===== src/rtl/io_responder_pkg.sv =====
// Shared IO-space map for io_responder: register word addresses, CTRL bit
// positions and the timer register-select encoding.
package io_responder_pkg;

    localparam logic [7:0] IO_ADDR_ID       = 8'h00;
    localparam logic [7:0] IO_ADDR_GPIO_OUT = 8'h01;
    localparam logic [7:0] IO_ADDR_GPIO_IN  = 8'h02;
    localparam logic [7:0] IO_ADDR_CNT      = 8'h03;
    localparam logic [7:0] IO_ADDR_CMP      = 8'h04;
    localparam logic [7:0] IO_ADDR_CTRL     = 8'h05;
    localparam logic [7:0] IO_ADDR_PRESCALE = 8'h06;
    localparam logic [7:0] IO_SCRATCH_BASE  = 8'h80;

    localparam int CTRL_RUN      = 0;
    localparam int CTRL_AUTO_CLR = 1;
    localparam int CTRL_FLAG     = 2;
    localparam int CTRL_IRQ_EN   = 3;

    // Ordered so that io_addr - IO_ADDR_CNT gives the select directly.
    typedef enum logic [1:0] {
        TMR_CNT      = 2'd0,
        TMR_CMP      = 2'd1,
        TMR_CTRL     = 2'd2,
        TMR_PRESCALE = 2'd3
    } tmr_sel_e;

    typedef struct packed {
        logic irq_en;
        logic flag;
        logic auto_clr;
        logic run;
    } ctrl_t;

endpackage


===== src/rtl/io_responder_timer.sv =====
// io_timer: prescaled 32-bit up-counter with compare match, sticky W1C flag
// and level interrupt. Register writes arrive as strobe + select + data.
module io_timer
    import io_responder_pkg::*;
(
    input  logic        clk,
    input  logic        resetb,
    input  logic        wr_en,
    input  tmr_sel_e    wr_sel,
    input  logic [31:0] wr_data,
    output logic [31:0] cnt,
    output logic [31:0] cmp,
    output ctrl_t       ctrl,
    output logic [15:0] prescale,
    output logic        irq
);

    logic [15:0] pre_cnt;
    logic [31:0] cnt_inc;
    logic        wr_cnt, wr_cmp, wr_ctrl, wr_pre;
    logic        tick, match;

    assign wr_cnt  = wr_en && (wr_sel == TMR_CNT);
    assign wr_cmp  = wr_en && (wr_sel == TMR_CMP);
    assign wr_ctrl = wr_en && (wr_sel == TMR_CTRL);
    assign wr_pre  = wr_en && (wr_sel == TMR_PRESCALE);

    assign cnt_inc = cnt + 32'd1;
    assign tick    = ctrl.run && (pre_cnt == prescale);
    // A CNT write swallows the tick, so it cannot raise a match either.
    assign match   = tick && !wr_cnt && (cnt_inc == cmp);

    always_ff @(posedge clk or negedge resetb) begin
        if (!resetb) begin
            cnt      <= '0;
            cmp      <= 32'hFFFF_FFFF;
            ctrl     <= '0;
            prescale <= '0;
            pre_cnt  <= '0;
        end else begin
            if (wr_cnt) begin
                cnt     <= wr_data;
                pre_cnt <= '0;
            end else if (ctrl.run) begin
                pre_cnt <= tick ? 16'd0 : pre_cnt + 16'd1;
                if (tick)
                    cnt <= (match && ctrl.auto_clr) ? 32'd0 : cnt_inc;
            end
            if (wr_cmp)
                cmp <= wr_data;
            if (wr_pre)
                prescale <= wr_data[15:0];
            if (wr_ctrl) begin
                ctrl.run      <= wr_data[CTRL_RUN];
                ctrl.auto_clr <= wr_data[CTRL_AUTO_CLR];
                ctrl.irq_en   <= wr_data[CTRL_IRQ_EN];
            end
            // Set wins over a same-cycle write-one-to-clear.
            ctrl.flag <= match | (ctrl.flag & ~(wr_ctrl & wr_data[CTRL_FLAG]));
        end
    end

    assign irq = ctrl.flag & ctrl.irq_en;

endmodule


===== src/rtl/io_responder.sv =====
// io_responder: IO-bus target with ID, GPIO, scratch RAM and optional timer.
// Define IO_TIMER_EN to build the timer at 0x03-0x06 and drive timer_irq.
module io_responder
    import io_responder_pkg::*;
#(
    parameter int          GPIO_W     = 8,
    parameter int          SCRATCH_AW = 7,
    parameter logic [31:0] ID_VALUE   = 32'h494F_0001
) (
    input  logic              clk,
    input  logic              resetb,
    input  logic              io_en,
    input  logic              io_we,
    input  logic [7:0]        io_addr,
    input  logic [31:0]       io_data_write,
    output logic [31:0]       io_data_read,
    input  logic [GPIO_W-1:0] gpio_in,
    output logic [GPIO_W-1:0] gpio_out,
    output logic              timer_irq
);

    localparam int SCRATCH_WORDS = 1 << SCRATCH_AW;
`ifdef IO_TIMER_EN
    localparam logic TIMER_PRESENT = 1'b1;
`else
    localparam logic TIMER_PRESENT = 1'b0;
`endif

    logic [31:0] id_word;
    logic        acc_wr, acc_rd, is_scratch;
    logic [1:0][GPIO_W-1:0] gpio_sync;
    logic [31:0] mem [SCRATCH_WORDS];
    logic [31:0] ram_q, reg_q, reg_rd;
    logic        ram_sel;

    assign id_word = {ID_VALUE[31:9], TIMER_PRESENT, ID_VALUE[7:0]};

    // Gating with resetb keeps the un-reset RAM from taking writes during reset.
    assign acc_wr     = io_en &  io_we & resetb;
    assign acc_rd     = io_en & ~io_we & resetb;
    assign is_scratch = io_addr[7] && ((io_addr[6:0] >> SCRATCH_AW) == 7'd0);

    always_ff @(posedge clk or negedge resetb) begin
        if (!resetb) begin
            gpio_sync <= '0;
            gpio_out  <= '0;
        end else begin
            gpio_sync <= {gpio_sync[0], gpio_in};
            if (acc_wr && io_addr == IO_ADDR_GPIO_OUT)
                gpio_out <= io_data_write[GPIO_W-1:0];
        end
    end

`ifdef IO_TIMER_EN
    logic [31:0] tmr_cnt, tmr_cmp;
    ctrl_t       tmr_ctrl;
    logic [15:0] tmr_prescale;
    logic        tmr_we;
    tmr_sel_e    tmr_sel;

    assign tmr_we  = acc_wr && io_addr >= IO_ADDR_CNT && io_addr <= IO_ADDR_PRESCALE;
    assign tmr_sel = tmr_sel_e'(2'(io_addr - IO_ADDR_CNT));

    io_timer u_timer (
        .clk      (clk),
        .resetb   (resetb),
        .wr_en    (tmr_we),
        .wr_sel   (tmr_sel),
        .wr_data  (io_data_write),
        .cnt      (tmr_cnt),
        .cmp      (tmr_cmp),
        .ctrl     (tmr_ctrl),
        .prescale (tmr_prescale),
        .irq      (timer_irq)
    );
`else
    assign timer_irq = 1'b0;
`endif

    always_ff @(posedge clk) begin
        if (acc_wr && is_scratch)
            mem[io_addr[SCRATCH_AW-1:0]] <= io_data_write;
        if (acc_rd && is_scratch)
            ram_q <= mem[io_addr[SCRATCH_AW-1:0]];
    end

    always_comb begin
        reg_rd = '0;
        case (io_addr)
            IO_ADDR_ID:       reg_rd = id_word;
            IO_ADDR_GPIO_OUT: reg_rd = 32'(gpio_out);
            IO_ADDR_GPIO_IN:  reg_rd = 32'(gpio_sync[1]);
`ifdef IO_TIMER_EN
            IO_ADDR_CNT:      reg_rd = tmr_cnt;
            IO_ADDR_CMP:      reg_rd = tmr_cmp;
            IO_ADDR_CTRL:     reg_rd = 32'(tmr_ctrl);
            IO_ADDR_PRESCALE: reg_rd = 32'(tmr_prescale);
`endif
            default:          reg_rd = '0;
        endcase
    end

    // Register reads and RAM reads land in separate flops; ram_sel picks the
    // one the latest read targeted so the result holds until the next read.
    always_ff @(posedge clk or negedge resetb) begin
        if (!resetb) begin
            reg_q   <= '0;
            ram_sel <= 1'b0;
        end else if (acc_rd) begin
            reg_q   <= reg_rd;
            ram_sel <= is_scratch;
        end
    end

    assign io_data_read = ram_sel ? ram_q : reg_q;

endmodule


===== config.mk =====
export PLATFORM = sky130hd
export DESIGN_NAME = io_responder
export DESIGN_NICKNAME = d
export VERILOG_FILES = /design/src/rtl/io_responder_pkg.sv /design/src/rtl/io_responder_timer.sv /design/src/rtl/io_responder.sv
export SDC_FILE = /design/constraint.sdc
export NUM_CORES = 2
export LEC_CHECK = 0
export BUFFER_PORTS_ARGS = -buffer_cell sky130_fd_sc_hd__buf_2
export CORE_MARGIN = 1
export CORE_UTILIZATION = 57
export CTS_CLUSTER_SIZE = 12
export DETAILED_ROUTE_END_ITERATION = 10
export PLACE_DENSITY_LB_ADDON = 0.3
export RECOVER_POWER = 100
export SETUP_SLACK_MARGIN = 0.15
export SLEW_MARGIN = 30
export SYNTH_ARGS = -nofsm -noshare
export SYNTH_HDL_FRONTEND = slang
export SYNTH_SLANG_ARGS = --single-unit

===== constraint.sdc =====
create_clock -name clk -period 1.65 [get_ports clk]
set_input_delay 0.33 -clock clk [delete_from_list [all_inputs] [get_ports clk]]
set_output_delay 0.33 -clock clk [all_outputs]
set_load 0.02 [all_outputs]

==> flow_metrics.tcl <==
set metrics [dict create \
    power_w 0.216 \
    setup_tns_ns -771.60 \
    cts_tree "yes" \
    cts_buffers 410 \
    vias 89300 \
    cts.sink_count 4162 \
    cts_buffer_depth 4 \
    synth_area_leader_cell "edfxtp_1" \
    clkTransAtPathRegs_ns 0.06 \
    grt.overflow.total 0 \
    min_period_ns 2.59 \
    syn_area_per_cell_sq_um 21.4 \
    yosysMostFrequentCell "edfxtp_1" \
    netlist_area_sq_um 159000 \
    initialDrtViolationCount 14700 \
    ys_warn_count 0 \
    leakage_nw 63.5 \
    peakVddDrop_v 0.000889 \
    synthTopCellsByCount "4,128 x edfxtp_1, 842 x mux4_2, 438 x nand2_1" \
    port_buffers 91 \
    layout_worst_path_cycle_share_pct 157 \
    hold_class "input port to flop" \
    coreArea_sq_um 277000 \
    status "finished, violations left" \
    worstSetupStartpointType "flop" \
    setup_violations 5524 \
    pin_count 93 \
    max_freq_mhz 386 \
    hpwlAfterDp_microns 311000 \
    grt_max_degree 129 \
    worstPathRequired_ns 1.32 \
    syn2layout_area_growth_pct 22.0 \
    final_antenna_net_count 0 \
    post-route-util_pct 70.1 \
    synthArstFlopShare_pct 0.817 \
    layout-drive-gt1-share_pct 35.3 \
    worst_setup_path_end_kind "output port" \
    die_w_microns 531 \
    yosys-top-cells-area "edfxtp_1 78%, mux4_2 12%, mux2i_1 2.7%, nand2_1 1.0%, a22oi_1 0.86%" \
    final.setup_skew_ns 0.0924 \
    layout.nets 9008 \
    die_y_microns 531 \
    cts_root_buf "clkbuf_16" \
    p_per_area_nw_per_um2 1110 \
    drv_cap 4 \
    drcViolationCount 0 \
    relSlewSlack_pct -2.27 \
    arrival_ns 2.26 \
    critPathKind "flop to output port" \
    rsz0062_at_grt "true" \
    grt_pass1_vias 87600 \
    grt_usage_pct 35.5 \
    max_stage_delay_ns 0.46 \
    layout_setup_ws_ns -0.938 \
    synth_cell_type_count 48 \
    synthFlopType "edfxtp_1" \
    row_count 193 \
    synth_edf_count 4128 \
    slew_violations 190 \
    avgViaCountPerCell 6.94 \
    critPathMaxFanout 5 \
    rrSetupSlack_ns -0.87 \
    hold_viol 0 \
    crit_path_frequent_cell "buf_6" \
    htreeDepth 5 \
    gp_congestion 0.924 \
    cpLargestDelayFamily "buffers and inverters" \
    violations "max-capacitance violations, max-slew violations, negative setup slack" \
    dr.pass1.iters 9 \
    clock_latency_ns 0.99 \
    syn_inst 7432 \
    start_util_pct 57.4 \
    critPathSlowestCell "dfrtp_2" \
    syn-num-nets 7484 \
    worst_pin_slew_ns 1.53 \
    grt_pass1_wl_microns 685000 \
    synth-seq-cells 4162 \
    antenna_found_initial 21 \
    wirelength_microns 507000 \
    path_cells "buf_12 -> buf_16 -> and2_4 -> buf_6 -> buf_6" \
    synth_top_area_share_pct 77.9 \
    ys_seq_area_share_pct 78.4 \
    path_buf_inv 4 \
    wire_per_inst_microns 39.4 \
    die-area_sq_um 281000 \
    fill_cells 15800 \
]
## metrics by stage
stage          instance area, sq um  worst slack (ns)  hold WS, ns  instances
2_1_floorplan                160000             -1.08       0.0344       7432
3_3_place_gp                 178000             -3.75        0.339      12000
3_5_place_dp                 178000             -2.02        0.337      12100
4_1_cts                      194000            -0.951       0.0891      12800
5_1_grt                      194000            -0.925        0.160      12900
6_report                     194000            -0.938        0.147      12900
## per-layer routing
layer  GRT usage, %  up-vias  share of wire [%]
met2           54.0     7821                 46
met5              0        -              0.020
li1               -    34000                  -
met1           47.2    45900                 33
met3           9.39     1532                 15
met4           19.3       14                7.2
## cells in the final DEF, fill, tap and decap left out, drive strengths merged, types with 53 or more instances in the layout
| cell | Yosys | routed |
|---|---|---|
| a22oi | 183 | 183 |
| clkinv | 0 | 73 |
| dlygate4sd3 | 0 | 53 |
| buf | 303 | 1355 |
| a221oi | 55 | 55 |
| nor2b | 67 | 67 |
| mux2i | 424 | 424 |
| nor2 | 183 | 183 |
| mux4 | 842 | 842 |
| a211oi | 56 | 56 |
| a2111oi | 63 | 63 |
| nand2 | 439 | 439 |
| clkbuf | 126 | 655 |
| a21oi | 252 | 252 |
| edfxtp | 4128 | 4128 |
## what timing repair did
action,in CTS,in global routing
buffers inserted,54,35
hold endpoints to repair,1351,0
pin swaps,87,71
resized for setup,445,136
cloned,20,25
setup endpoints to repair,4000,4079
hold buffers,54,0
## tightest hold or removal path: stages
cell and delay [ns]:
buf_2 0.25, buf_4 0.19, buf_4 0.13, or4b_1 0.13, o21ai_0 0.07
## state kept, by name, summed over array words and instances, names as in the netlist
name / flops
gpio_out: 8
gpio_sync: 16
mem: 4096
ram_q: 32
ram_sel: 1
reg_q: 9
## worst paths after layout
kind | from | end | cells after the start
max | ram_sel$_DFFE_PN0N_ | io_data_read[12] | 5
min | io_addr[7] | reg_q[27]$_DFFE_PN0N_ | 5
max reg2reg | mem[11][5]$_DFFE_PP_ | ram_q[5]$_DFFE_PP_ | 7
min reg2reg | gpio_sync[7]$_DFF_PN0_ | gpio_sync[15]$_DFF_PN0_ | 0
max in group asynchronous | resetb | ram_sel$_DFFE_PN0N_ | 5
min in group asynchronous | resetb | gpio_sync[1]$_DFF_PN0_ | 5
## logic make-up (layout without fill, tap and decap cells)
family / Yosys count / in the layout / share of synthesized area [%]
AO/OA/AOI/OAI: 725 / 725 / 3.10
buffers and inverters: 432 / 2154 / 1.52
flip-flops: 4162 / 4162 / 78.4
multiplexers: 1282 / 1282 / 14.7
other: 1 / 13 / 0.00236
AND/OR/NAND/NOR: 830 / 830 / 2.30
## final cells by class
| cell class | instances | area [sq um] | share of cell area [%] |
|---|---|---|---|
| multi-input combinational | 2838 | 35500 | 18.3 |
| antenna | 12 | 30.0 | 0.0155 |
| tap | 3705 | 4640 | 2.39 |
| clock inverter | 86 | 686 | 0.353 |
| sequential | 4162 | 125000 | 64.3 |
| timing repair buffer | 1541 | 17700 | 9.13 |
| inverter | 3 | 18.8 | 0.00966 |
| clock buffer | 524 | 10800 | 5.56 |
## power by group
part	total (W)	switching, W	internal, W
Sequential	0.116	0.0000616	0.116
Clock	0.0844	0.0384	0.0460
Combinational	0.0151	0.00932	0.00578
Total	0.216	0.0478	0.168
Power figures use the tool's default switching activity.
